<file path="src/rtl/bip_pc_pkg.sv">
// BIP program-counter shared types: run-control state encoding, default widths, increment helper.
// Latency: n/a (package only).
// Backpressure: n/a.
package bip_pc_pkg;

    typedef enum logic [1:0] {
        IDLE = 2'd0,
        RUN  = 2'd1,
        HALT = 2'd2
    } pc_state_t;

    localparam int DEF_AB          = 11;
    localparam int DEF_RESET_ADDR  = 0;
    localparam int DEF_INC         = 1;
    localparam int DEF_STACK_DEPTH = 4;

    // 33-bit sum of two zero-extended 32-bit operands; the caller splits it at
    // its own address width, and any set bit above that width is the wrap carry.
    function automatic logic [32:0] pc_add(input logic [31:0] a, input logic [31:0] inc);
        return {1'b0, a} + {1'b0, inc};
    endfunction

endpackage

</file>
<file path="src/rtl/bip_pc_ret_stack.sv">
// Return-address LIFO for call/ret; push when full drops the entry, pop when empty changes nothing.
// Latency: push/pop take effect on the next clk edge; top_dat is combinational from the pointer.
// Backpressure: none; overflow/underflow attempts set a sticky err flag cleared only by rst.
module bip_pc_ret_stack #(
    parameter int W     = 11,
    parameter int DEPTH = 4
) (
    input  logic         clk,
    input  logic         rst,
    input  logic         push,
    input  logic         pop,
    input  logic [W-1:0] push_dat,
    output logic [W-1:0] top_dat,
    output logic         full,
    output logic         empty,
    output logic         err
);
    localparam int CW = $clog2(DEPTH + 1);

    // Sized to the full pointer range so every pointer value is a legal index.
    logic [W-1:0]  mem [0:(2**CW)-1];
    logic [CW-1:0] cnt;

    assign full    = (cnt == CW'(DEPTH));
    assign empty   = (cnt == '0);
    assign top_dat = mem[cnt - CW'(1)];

    // Entry storage: pop has priority, so a simultaneous push is discarded.
    always_ff @(posedge clk) begin
        if (push && !pop && !full) begin
            mem[cnt] <= push_dat;
        end
    end

    // Occupancy and sticky error tracking.
    always_ff @(posedge clk) begin
        if (rst) begin
            cnt <= '0;
            err <= 1'b0;
        end else if (pop) begin
            if (empty) err <= 1'b1;
            else       cnt <= cnt - CW'(1);
        end else if (push) begin
            if (full)  err <= 1'b1;
            else       cnt <= cnt + CW'(1);
        end
    end

endmodule

</file>
<file path="src/rtl/bip_pc_seq.sv">
// BIP program-counter sequencer with IDLE/RUN/HALT run control; optional return stack under BIP_PC_CALL_STACK_EN.
// Latency: one clk from any input to Addr/running/done/pc_wrap (all registered).
// Backpressure: stall holds Addr for the cycle; halt parks the FSM until a new start edge.
module bip_pc_seq
    import bip_pc_pkg::*;
#(
    parameter int AB          = DEF_AB,
    parameter int RESET_ADDR  = DEF_RESET_ADDR,
    parameter int INC         = DEF_INC,
    parameter int STACK_DEPTH = DEF_STACK_DEPTH
) (
    input  logic          clk,
    input  logic          rst,
    input  logic          start_bip,
    input  logic          WrPC,
    input  logic [AB-1:0] address_bus,
    input  logic          stall,
    input  logic          halt,
    output logic [AB-1:0] Addr,
    output logic          running,
    output logic          done,
    output logic          pc_wrap
`ifdef BIP_PC_CALL_STACK_EN
    ,
    input  logic          call,
    input  logic          ret,
    output logic          stack_err
`endif
);

    // Elaboration-time parameter sanity.
    if (AB < 1 || AB > 32)                       $error("AB out of range");
    if (RESET_ADDR < 0 || RESET_ADDR >= 2**AB)   $error("RESET_ADDR does not fit in AB bits");
    if (INC < 1 || INC >= 2**AB)                 $error("INC out of range");
    if (STACK_DEPTH < 2)                         $error("STACK_DEPTH must be at least 2");

    localparam logic [AB-1:0] RST_A = AB'(RESET_ADDR);

    pc_state_t     state;
    logic          start_q;
    logic          start_pulse;
    logic [32:0]   sum;
    logic [AB-1:0] addr_inc;
    logic          inc_carry;

    assign start_pulse = start_bip & ~start_q;
    assign sum         = pc_add(32'(Addr), 32'(INC));
    assign addr_inc    = sum[AB-1:0];
    assign inc_carry   = |sum[32:AB];

`ifdef BIP_PC_CALL_STACK_EN
    logic          advance;
    logic          do_pop;
    logic          do_push;
    logic [AB-1:0] stk_top;
    logic          stk_full;
    logic          stk_empty;

    // A RUN cycle that is neither halted nor stalled may change Addr.
    assign advance = (state == RUN) && !halt && !stall;
    assign do_pop  = advance && ret;
    assign do_push = advance && call && !ret;

    bip_pc_ret_stack #(
        .W     (AB),
        .DEPTH (STACK_DEPTH)
    ) u_ret_stack (
        .clk      (clk),
        .rst      (rst),
        .push     (do_push),
        .pop      (do_pop),
        .push_dat (addr_inc),
        .top_dat  (stk_top),
        .full     (stk_full),
        .empty    (stk_empty),
        .err      (stack_err)
    );
`endif

    // Run-control FSM, start edge detector and address register.
    always_ff @(posedge clk) begin
        if (rst) begin
            state   <= IDLE;
            Addr    <= RST_A;
            running <= 1'b0;
            done    <= 1'b0;
            pc_wrap <= 1'b0;
            // Track start_bip even in reset so a level held across reset
            // cannot masquerade as a fresh edge once reset drops.
            start_q <= start_bip;
        end else begin
            start_q <= start_bip;
            pc_wrap <= 1'b0;
            case (state)
                IDLE: begin
                    Addr <= RST_A;
                    if (start_pulse) begin
                        state   <= RUN;
                        running <= 1'b1;
                    end
                end
                RUN: begin
                    if (halt) begin
                        state   <= HALT;
                        running <= 1'b0;
                        done    <= 1'b1;
                    end else if (stall) begin
                        Addr <= Addr;
`ifdef BIP_PC_CALL_STACK_EN
                    end else if (ret) begin
                        if (!stk_empty) Addr <= stk_top;
                    end else if (call) begin
                        Addr <= address_bus;
`endif
                    end else if (WrPC) begin
                        Addr <= address_bus;
                    end else begin
                        Addr    <= addr_inc;
                        pc_wrap <= inc_carry;
                    end
                end
                HALT: begin
                    if (start_pulse) begin
                        state   <= RUN;
                        Addr    <= RST_A;
                        running <= 1'b1;
                        done    <= 1'b0;
                    end
                end
                default: begin
                    state   <= IDLE;
                    Addr    <= RST_A;
                    running <= 1'b0;
                    done    <= 1'b0;
                end
            endcase
        end
    end

endmodule

</file>
<file path="config.mk">
export PLATFORM = sky130hd
export DESIGN_NAME = bip_pc_seq
export DESIGN_NICKNAME = d
export VERILOG_FILES = /design/src/rtl/bip_pc_pkg.sv /design/src/rtl/bip_pc_ret_stack.sv /design/src/rtl/bip_pc_seq.sv
export SDC_FILE = /design/constraint.sdc
export NUM_CORES = 1
export LEC_CHECK = 0
export BUFFER_PORTS_ARGS = -buffer_cell sky130_fd_sc_hd__buf_2
export CAP_MARGIN = 20
export CORE_MARGIN = 4
export CORE_UTILIZATION = 49
export DETAILED_ROUTE_END_ITERATION = 16
export PLACE_DENSITY = 0.85
export SYNTH_ARGS = -nofsm -noshare
export SYNTH_HDL_FRONTEND = slang
export SYNTH_SLANG_ARGS = --single-unit
</file>
<file path="constraint.sdc">
create_clock -name clk -period 1.9 [get_ports clk]
set_input_delay 0.475 -clock clk [delete_from_list [all_inputs] [get_ports clk]]
set_output_delay 0.475 -clock clk [all_outputs]
set_load 0.01 [all_outputs]
</file>
; Word-level counts from Yosys, hierarchy flattened
; Cells that the tools add are included.
[totals]
romBits = 0
memories = 0
register_bits = 17
latch_bits = 0
input_bits = 17
output_inout_bits = 14
ramBits = 0
[classes]
n_mul = 0
n_mux = 14
div_mod_pow = 0
reduce_logical = 7
shift = 0
bitwise = 4
n_addsub = 1
order_cmp = 0
n_eq_ne = 7
[op_table]
columns = cell, n
row1 = $mux W11, 4
row2 = $pmux W11 S2, 1
row3 = $reduce_or A22 Y1, 1
row4 = $add A11 B1 Y12 const B, 1
row5 = $ne A2 B2 Y1 const B, 4
row6 = $reduce_and A3 Y1, 2
row7 = $reduce_or A5 Y1, 1
row8 = $mux W1, 4
row9 = $mux W2, 2
row10 = $pmux W2 S2, 1
row11 = $not A1 Y1, 3
row12 = $pmux W1 S3, 1
row13 = $eq A2 B1 Y1 const B, 1
row14 = $eq A2 B2 Y1 const B, 1
row15 = $logic_not A2 Y1, 1
row16 = $ne A2 B1 Y1 const B, 1
row17 = $pmux W1 S2, 1
row18 = $reduce_and A2 Y1, 1
row19 = $reduce_or A2 Y1, 1
row20 = $and A1 B1 Y1, 1

; Logic depth before layout (Yosys ltp)
; Gate-level depths: netlist of the first run.
[depth]
ltp_word = 5
mapped_depth = 6
ltp_nobuf = 5

; Least setup slack after synthesis of the first run
; OpenSTA, ideal clock, no wires.
[synth_timing]
path_kind = input to register
start = in halt
end = reg Addr[5]
required_ns = 1.808
path_stages = 5
path_buffers = 1
setup_slack_ns = 0.326
t_arrival_ns = 1.482
setup_ns = 0.092
path_cell_list = or4b_1 -> buf_6 -> nor2_8 -> a21oi_1 -> o32ai_1
[synth_between]
elab_chain_cells = 2
[synth_lines]
columns = item, line
row1 = from (decl), bip_pc_seq.sv:18  ; input logic halt,
row2 = $ne A2 B2 Y1 (no source line), -
row3 = $reduce_and A3 Y1 (no source line), -
row4 = to (signal assigned), bip_pc_seq.sv:108  ; Addr <= Addr;
row5 = to (signal assigned), bip_pc_seq.sv:116  ; Addr <= address_bus;
row6 = to (signal assigned), bip_pc_seq.sv:118  ; Addr <= addr_inc;
row7 = to (decl), bip_pc_seq.sv:19  ; output logic [AB-1:0] Addr,
; Every way passes these cells.
; A chain may end at the register's enable or synchronous reset.

; Final worst setup path of the first run
[layout_timing]
start = reg Addr[0]
end = reg Addr[10]
[layout_between]
elab_chain_cells = 5
[layout_lines]
columns = item, line
row1 = $add A11 B1 Y12, bip_pc_pkg.sv:20  ; return {1'b0, a} + {1'b0, inc};
row2 = $mux W11, bip_pc_seq.sv:115  ; end else if (WrPC) begin
row3 = $mux W11, bip_pc_seq.sv:107  ; end else if (stall) begin
row4 = $mux W11, bip_pc_seq.sv:103  ; if (halt) begin
row5 = $pmux W11 S2, bip_pc_seq.sv:94  ; case (state)
; Every way passes these cells. The select of a mux whose other input is x is not followed.

==> summary.txt, run 1 <==
Status: finished, final reports clean
IO buf count: 30
Syn nets: 136
Static leakage: 0.000461 µW
Pwr dens: 581 mW/mm²
Nets: 167
Mapped cell area: 948 µm²
Via count: 976
Most used flip-flop cell after synthesis: dfxtp_1
Max-cap violations: 0
Worst vdd ir: 0.542 mV
Syn Inst Count: 118
GPL Wtd Cong: 0.857
Synth async-reset ratio: 0
Yosys cell types: 36
Final Slew Violations: 0
Crit end category: flop
Register bit total from synthesis: 17
First-pass GRT wire length: 3840 µm
Placeable core area: 0.00178 mm²
DRC violation count after routing: 0
CTS tree: yes
Post-DRT Antenna Nets: 0
Largest net degree at the start of global routing: 27
Initial core utilization: 0.532
R2R cell count: 5
Worst skew pair latency: 0.30 ns
Reg-to-reg setup timing slack: 0.19 ns
Pre-antenna DRT Iters: 4
Hold Crit Class: primary input to flop
Hold Crit Depth: 1
Part of the Yosys area used for sequential elements: 0.359
CTS HTree Levels: 1
Hold slack: 0.284 ns
Period utilization: 0.900
Cells along the critical path: ha_1, nand3_1, or3_1, o31a_1, o32ai_1
Unrepaired setup endpoints after global routing: false
Hpwl dp: 1640 µm
Fin Setup TNS: 0 ns
Die X: 52.0 µm
Crit path time final: 1.71 ns
Final Hold Fails: 0
Gr usage total: 0.188
Total clock sinks: 17
Fin Clk Skew: 0.00534 ns
Slew headroom: 0.646
Layout cells sized above 1: 0.270
Post-CTS Setup Repair Bufs: 0
Critical Path AT: 1.92 ns
Final instance area: 0.00114 mm²
Initial antenna violation count: 0
Syn_area_per_cell: 8.04 µm²
Max FO, Critical Path: 5
Most frequent cells in the layout: 30 x buf_2, 17 x dfxtp_1, 13 x a21oi_1
Die height: 52.0 µm
Max incr delay on CP: 0.42 ns
Io pins: 31
Reg clk slew, reported paths: 0.10 ns
Standard-cell rows: 15
Die footprint: 0.00270 mm²
Final setup violation count: 0
Commonest non-fill, non-tap cell in the layout: buf_2
Yosys warning total: 0
Max Freq: 585 MHz
Cts repair resizes: 0
Kind of critical path: flop to flop
Final core utilization: 0.641
Number of global-route vias before repair: 882
# diodes: 0
Final wirelength: 2260 µm
Hold_sp: start_bip
Wire length per cell: 13.1 µm
First DRT Iteration DRCs: 31
Total gr overflow: 0
P&R area growth vs syn: 20.4%
Filler cells: 161
Number of synthesized flops with an enable pin: 0
Critical Path Start Type: flop
Critical R2R Capture: Addr[10]
CP Data Required Time: 2.11 ns
CP max stage cell: or3_1
Maximum clock insertion buffer count: 2
Worst hold path endpoint: start_q
Hold-fix buffer count after cts: 0
CTS root buf: clkbuf_4
Post-DP Area: 0.00112 mm²
Worst R2R Start: Addr[0]
Slew at the pin closest to its max-slew limit: 0.531 ns
Vias/cell: 5.64
CTS buffer count: 3
[registers in the layout, summed over array words and instances, names as in the netlist]
register  flops
Addr         11
state         2
done          1
pc_wrap       1
running       1
start_q       1
[worst max-delay path: cells and delay by family, from the launching register on]
kind / cells / cell delay (ns)
flip-flops: 1 / 0.40
adder cells (fa/ha/maj): 1 / 0.25
AND/OR/NAND/NOR: 2 / 0.60
AO/OA/AOI/OAI: 2 / 0.37
[report_power, final]
part | internal (µW) | switching (µW)
sequential | 364 | 6.99
combinational | 39.6 | 51.5
clock | 81.9 | 119
[how the worst max path moves through the flow]
stage            start       end  slack [ns]  cells after the start
6_report       Addr[0]  Addr[10]        0.19                      5
5_1_grt        Addr[0]  Addr[10]        0.08                      5
4_1_cts        Addr[0]  Addr[10]        0.21                      5
3_5_place_dp      halt  Addr[10]        0.08                      6
3_3_place_gp      halt   Addr[5]        0.13                      6
2_1_floorplan     halt   Addr[5]        0.33                      5
[metal layers]
layer	up-vias	GRT usage	part of all wire
met5	-	0	0
met4	0	0.109	0.025
met3	7	0.0287	0.064
met2	43	0.310	0.49
met1	436	0.228	0.42
li1	490	-	-
[area by class of cell]
| type | count | area [µm²] | share of cell area |
|---|---|---|---|
| Inverter | 5 | 18.8 | 0.0164 |
| Timing Repair Buffer | 33 | 173 | 0.151 |
| Sequential cell | 17 | 340 | 0.298 |
| Clock buffer | 4 | 26.3 | 0.0230 |
| Multi-Input combinational cell | 89 | 553 | 0.484 |
| Tap cell | 25 | 31.3 | 0.0274 |
[metrics by stage]
| step | cells | power [µW] | worst slack (ns) |
|---|---|---|---|
| after floorplan | 118 | 438 | 0.326 |
| after global placement | 169 | 467 | 0.132 |
| after detailed placement | 169 | 470 | 0.0827 |
| after CTS | 173 | 671 | 0.213 |
| after global routing | 173 | 697 | 0.0823 |
| final | 173 | 664 | 0.191 |
[Yosys cell counts, types with 2 or more instances]
cell / number / area share
dfxtp_1: 17 / 0.36
a21oi_1: 13 / 0.069
nand2_1: 12 / 0.047
nor2_1: 11 / 0.044
inv_1: 5 / 0.020
nand2b_1: 4 / 0.026
nand3_1: 4 / 0.021
o32ai_1: 4 / 0.037
clkbuf_1: 3 / 0.012
mux2i_1: 3 / 0.032
nor3_1: 3 / 0.016
nor4_1: 3 / 0.020
o21ai_1: 3 / 0.016
o31a_1: 3 / 0.028
a22oi_1: 2 / 0.016
a32oi_1: 2 / 0.018
and3_1: 2 / 0.013
buf_2: 2 / 0.011
nand4_1: 2 / 0.013
nor3_2: 2 / 0.021
o21ai_0: 2 / 0.011
o22ai_1: 2 / 0.013
[kinds of logic (layout without fill, tap and decap cells)]
kind of cell,Yosys count,in the layout,synth area share
flip-flops,17,17,0.359
multiplexers,3,3,0.0317
buffers and inverters,12,42,0.0580
XOR/XNOR,1,1,0.00924
adder cells (fa/ha/maj),1,1,0.0132
AND/OR/NAND/NOR,50,50,0.297
AO/OA/AOI/OAI,34,34,0.232
(Power assumes the default switching activity.)
==> run 2, diff against run 1 <==
RECOVER_POWER = 50   (was not set)
==> run 2 against run 1 <==
Compared with the run above: design area down 1.3%; count of clock-buffer cells in the layout unchanged; first-iteration DRC count down 16%; critical path type unchanged; worst setup slack better by 0.017 ns; via count unchanged; critical path depth unchanged; total power down 0.45%; sequential power about the same; sequential share of layout area up 0.40 points; core utilization down 0.84 points.
==> summary.txt, run 2 (synthesized netlist as in run 1, its figures left out) <==
Cells along the critical path: ha_1, nand3_1, or3_1, o31a_1, o32ai_1
# diodes: 0 (unchanged)
Final Hold Fails: 0 (unchanged)
Most frequent cells in the layout: 21 x buf_2, 17 x dfxtp_1, 13 x a21oi_1
Crit path time final: 1.69 ns (-0.0174 ns)
Max-cap violations: 0 (unchanged)
Pre-antenna DRT Iters: 4 (unchanged)
Via count: 976 (unchanged)
P&R area growth vs syn: 18.9%
CTS root buf: clkbuf_4
Worst vdd ir: 0.543 mV (about the same)
Worst path top cell family by delay: simple AND/OR/NAND/NOR gates
Wire length per cell: 13.0 µm (-0.75%)
First DRT Iteration DRCs: 26 (-16%)
Status: finished, final reports clean
Final setup violation count: 0 (unchanged)
Largest regs: Addr (11), state (2)
Max Freq: 591 MHz (+1.0%)
Hold Crit Class: primary input to flop
Total clock sinks: 17 (unchanged)
Period utilization: 0.890 (-0.00917)
Standard-cell rows: 15 (unchanged)
Die height: 52.0 µm (unchanged)
CTS buffer count: 3 (unchanged)
Die footprint: 0.00270 mm² (unchanged)
Final Slew Violations: 0 (unchanged)
Maximum clock insertion buffer count: 2 (unchanged)
Final wirelength: 2250 µm (-0.75%)
Slew at the pin closest to its max-slew limit: 0.530 ns (-0.000494 ns)
Final WS setup: 0.208 ns (+0.0174 ns)
Setup WS pre-CTS: 0.0827 ns (unchanged)
Crit end category: flop
Biggest register: Addr
Final core utilization: 0.632 (-0.00842)
Initial antenna violation count: 0 (unchanged)
IO buf count: 30 (unchanged)
Post-CTS Setup Repair Bufs: 0 (unchanged)
Pwr Total: 661 µW (-0.45%)
Slew headroom: 0.646 (about the same)
Nets: 167 (unchanged)
Unrepaired setup endpoints after global routing: false
Kind of critical path: flop to flop
Pwr dens: 586 mW/mm² (+0.88%)
Layout cells sized above 1: 0.203 (-0.0676)
CP bufs+invs: 0 (unchanged)
Commonest non-fill, non-tap cell in the layout: buf_2
Worst skew pair latency: 0.30 ns (about the same)
Io pins: 31 (unchanged)
Hold-fix buffer count after cts: 0 (unchanged)
Number of global-route vias before repair: 882 (unchanged)
Die X: 52.0 µm (unchanged)
Static leakage: 0.000418 µW (-9.3%)
Gr usage total: 0.188 (unchanged)
Fin Clk Skew: 0.00405 ns (-0.00129 ns)
Max incr delay on CP: 0.42 ns (about the same)
Post-DRT Antenna Nets: 0 (unchanged)
CP Data Required Time: 2.11 ns (about the same)
Cts repair resizes: 0 (unchanged)
Hpwl dp: 1640 µm (unchanged)
Max reg flops: 11 (unchanged)
Total gr overflow: 0 (unchanged)
Filler cells: 166 (+3.1%)
Initial core utilization: 0.532 (unchanged)
Fin Setup TNS: 0 ns (unchanged)
Placeable core area: 0.00178 mm² (unchanged)
DRC violation count after routing: 0 (unchanged)
Reg clk slew, reported paths: 0.10 ns (about the same)
Vias/cell: 5.64 (unchanged)
Max FO, Critical Path: 5 (unchanged)
GPL Wtd Cong: 0.857 (unchanged)
CP max stage cell: or3_1
Critical Path Start Type: flop
First-pass GRT wire length: 3840 µm (unchanged)
Largest net degree at the start of global routing: 27 (unchanged)
CTS tree: yes
CTS HTree Levels: 1 (unchanged)
Critical Path AT: 1.90 ns (-0.02 ns)
[run 2: through the flow]
step | cell area [µm²] | hold WS [ns] | cells
3_3_place_gp | 1120 | 0.471 | 169
3_5_place_dp | 1120 | 0.486 | 169
4_1_cts | 1140 | 0.279 | 173
5_1_grt | 1130 | 0.282 | 173
6_report | 1130 | 0.283 | 173
2_1_floorplan | 948 | 0.481 | 118
[run 2: final cells by class]
type                            count  area [µm²]  area share
Timing Repair Buffer               33         158       0.140
Tap cell                           25        31.3      0.0277
Clock buffer                        4        26.3      0.0233
Multi-Input combinational cell     89         553       0.491
Inverter                            5        18.8      0.0166
Sequential cell                    17         340       0.302
[run 2: metal layers]
layer  global-route usage  wire length, µm  vias up
met5                    0                0        -
met4                0.109               52        0
met3               0.0287              139        5
met2                0.310             1100       36
met1                0.228              955      442
li1                     -                -      493
[run 2: worst reg2reg max path, cell delays in order (launching register included)]
cell	delay, ns
dfxtp_1	0.40
ha_1	0.25
nand3_1	0.17
or3_1	0.42
o31a_1	0.24
o32ai_1	0.12
[run 2: power breakdown]
group          internal (µW)  switching [µW]
Clock                   81.9             119
Sequential               364            7.02
Combinational           37.1            51.3
[run 2: worst paths after layout]
check                           startpoint       end  slack [ns]  depth (start not counted)
worst max-delay path               Addr[0]  Addr[10]        0.21                          5
worst min-delay path             start_bip   start_q        0.28                          1
worst max register to register     Addr[0]  Addr[10]        0.21                          5
worst min register to register    Addr[10]   pc_wrap        0.51                          2
==> run 3, diff against run 2 <==
CORE_MARGIN = not set   (was 4)
==> run 3 against run 2 <==
Compared with the run above: count of clock-buffer cells in the layout did not move; first-iteration DRC count decreased by 12%; worst setup slack worse by 0.0036 ns; total power decreased by 1.3%; sequential share of layout area is 0.10 points lower; critical path depth did not move; critical endpoint unchanged; largest power group unchanged; highest routed layer unchanged.
==> summary.txt, run 3 (synthesized netlist as in run 1, its figures left out) <==
Vias/cell: 5.60 (-0.82%)
Static leakage: 0.000422 µW (+0.98%)
Pwr dens: 576 mW/mm² (-1.6%)
Maximum clock insertion buffer count: 2 (unchanged)
Max Freq: 590 MHz (-0.21%)
Max incr delay on CP: 0.43 ns (about the same)
Crit end category: flop
GPL Wtd Cong: 0.893 (+4.2%)
Worst vdd ir: 0.321 mV (-41%)
Final Non-Filler Cells: 173 (unchanged)
Switching share of power: 0.257 (-0.0109)
CP max stage cell: or3_1
Hold_sp: start_bip
CP Data Required Time: 2.10 ns (about the same)
Die X: 46.0 µm (-12%)
Pre-antenna DRT Iters: 4 (unchanged)
Standard-cell rows: 15 (unchanged)
Die height: 46.0 µm (-12%)
Status: finished, final reports clean
Cts repair resizes: 0 (unchanged)
P&R area growth vs syn: 19.3%
Placed Instances: 169 (unchanged)
Largest net degree at the start of global routing: 27 (unchanged)
Worst R2R Start: Addr[0]
Psw: 168 µW (-5.3%)
Int Pwr: 484 µW (+0.17%)
Crit path time final: 1.70 ns (+0.00357 ns)
Final wirelength: 2140 µm (-4.6%)
Worst hold path endpoint: start_q
Largest regs: Addr (11), state (2)
Final Hold Fails: 0 (unchanged)
Reg clk slew, reported paths: 0.10 ns (about the same)
Clock group share of total power: 0.292 (-0.012)
Biggest register: Addr
Initial antenna violation count: 0 (unchanged)
CTS root buf: clkbuf_4
Max FO, Critical Path: 5 (unchanged)
Post-DRT Antenna Nets: 0 (unchanged)
Final setup violation count: 0 (unchanged)
Fin Setup TNS: 0 ns (unchanged)
Critical R2R Capture: Addr[10]
Critical Path Start Type: flop
Initial core utilization: 0.538 (+0.00566)
Placeable core area: 0.00176 mm² (-1.1%)
Number of global-route vias before repair: 821 (-6.9%)
Gate power share: 0.138 (+0.004)
DRC violation count after routing: 0 (unchanged)
R2R cell count: 5 (unchanged)
Hold Crit Class: primary input to flop
First DRT Iteration DRCs: 23 (-12%)
First-pass GRT wire length: 3380 µm (-12%)
Layout cells sized above 1: 0.209 (+0.00676)
Final Slew Violations: 0 (unchanged)
CP bufs+invs: 0 (unchanged)
Io pins: 31 (unchanged)
IO buf count: 30 (unchanged)
Post-CTS Setup Repair Bufs: 0 (unchanged)
Period utilization: 0.892 (+0.00188)
Die footprint: 0.00212 mm² (-22%)
Hpwl dp: 1580 µm (-3.6%)
Worst skew pair latency: 0.28 ns (-0.02 ns)
Seq pwr share: 0.569 (+0.007)
Unrepaired setup endpoints after global routing: false
# diodes: 0 (unchanged)
Setup WS pre-CTS: 0.0347 ns (-0.0479 ns)
Hold-fix buffer count after cts: 0 (unchanged)
Slew headroom: 0.646 (about the same)
Worst path top cell family by delay: simple AND/OR/NAND/NOR gates
Most frequent cells in the layout: 21 x buf_2, 17 x dfxtp_1, 13 x a21oi_1
Slew at the pin closest to its max-slew limit: 0.530 ns (+0.000172 ns)
Critical Path AT: 1.90 ns (about the same)
CTS HTree Levels: 1 (unchanged)
Wire length per cell: 12.4 µm (-4.6%)
Fin Clk Skew: 0.00401 ns (-0.0000395 ns)
Nets: 167 (unchanged)
Gr usage total: 0.218 (+0.0305)
Max-cap violations: 0 (unchanged)
Cells along the critical path: ha_1, nand3_1, or3_1, o31a_1, o32ai_1
Max reg flops: 11 (unchanged)
Final WS setup: 0.205 ns (-0.00357 ns)
Reg-to-reg setup timing slack: 0.20 ns (about the same)
CTS buffer count: 3 (unchanged)
Commonest non-fill, non-tap cell in the layout: buf_2
Via count: 968 (-0.82%)
Kind of critical path: flop to flop
CTS tree: yes
Hold Crit Depth: 1 (unchanged)
Filler cells: 186 (+12%)
Total clock sinks: 17 (unchanged)
Total gr overflow: 0 (unchanged)
[run 3: cell types whose count changed in the layout (fill, tap and decap cells not counted)]
| cell | delta |
|---|---|
| buf_4 | +1 |
| clkbuf_1 | -1 |
[run 3: stage by stage]
step | utilization | area (µm²) | hold slack (ns) | power [µW]
finish | 0.641 | 1130 | 0.292 | 652
global route | 0.641 | 1130 | 0.286 | 681
CTS | 0.648 | 1140 | 0.286 | 659
detailed placement | 0.633 | 1120 | 0.491 | 470
global placement | 0.633 | 1120 | 0.472 | 467
floorplan | - | 948 | 0.481 | 438
[run 3: worst reg2reg max path, cell delays in order, from the launching register on]
cell	delay [ns]
dfxtp_1	0.41
ha_1	0.24
nand3_1	0.18
or3_1	0.43
o31a_1	0.25
o32ai_1	0.11
[run 3: metal layers]
layer | GRT usage | share of wire | routed length [µm]
met2 | 0.380 | 0.49 | 1040
met1 | 0.260 | 0.43 | 923
met3 | 0.0357 | 0.062 | 132
met5 | 0 | 0 | 0
met4 | 0.0941 | 0.021 | 44
[run 3: how the worst max path moves through the flow]
stage	from	end	slack, ns	cells after the start
5_1_grt	Addr[0]	Addr[10]	0.14	5
4_1_cts	Addr[0]	Addr[10]	0.24	5
3_5_place_dp	halt	Addr[6]	0.03	6
2_1_floorplan	halt	Addr[5]	0.33	5
6_report	Addr[0]	Addr[10]	0.20	5
3_3_place_gp	halt	Addr[5]	0.13	6
[run 3: power by group through the flow]
stage               Sequential [µW]  Combinational (µW)  Clock [µW]
global placement                379                88.1           0
detailed placement              379                90.7           0
CTS                             371                91.3         197
finish                          371                90.2         191
floorplan                       381                57.0           0
global route                    373                 101         208
[run 3: layout make-up]
cell class	count	area [µm²]	area share
Multi-Input combinational cell	89	553	0.489
Sequential cell	17	340	0.301
Timing Repair Buffer	33	161	0.143
Tap cell	25	31.3	0.0277
Clock buffer	4	26.3	0.0232
Inverter	5	18.8	0.0166
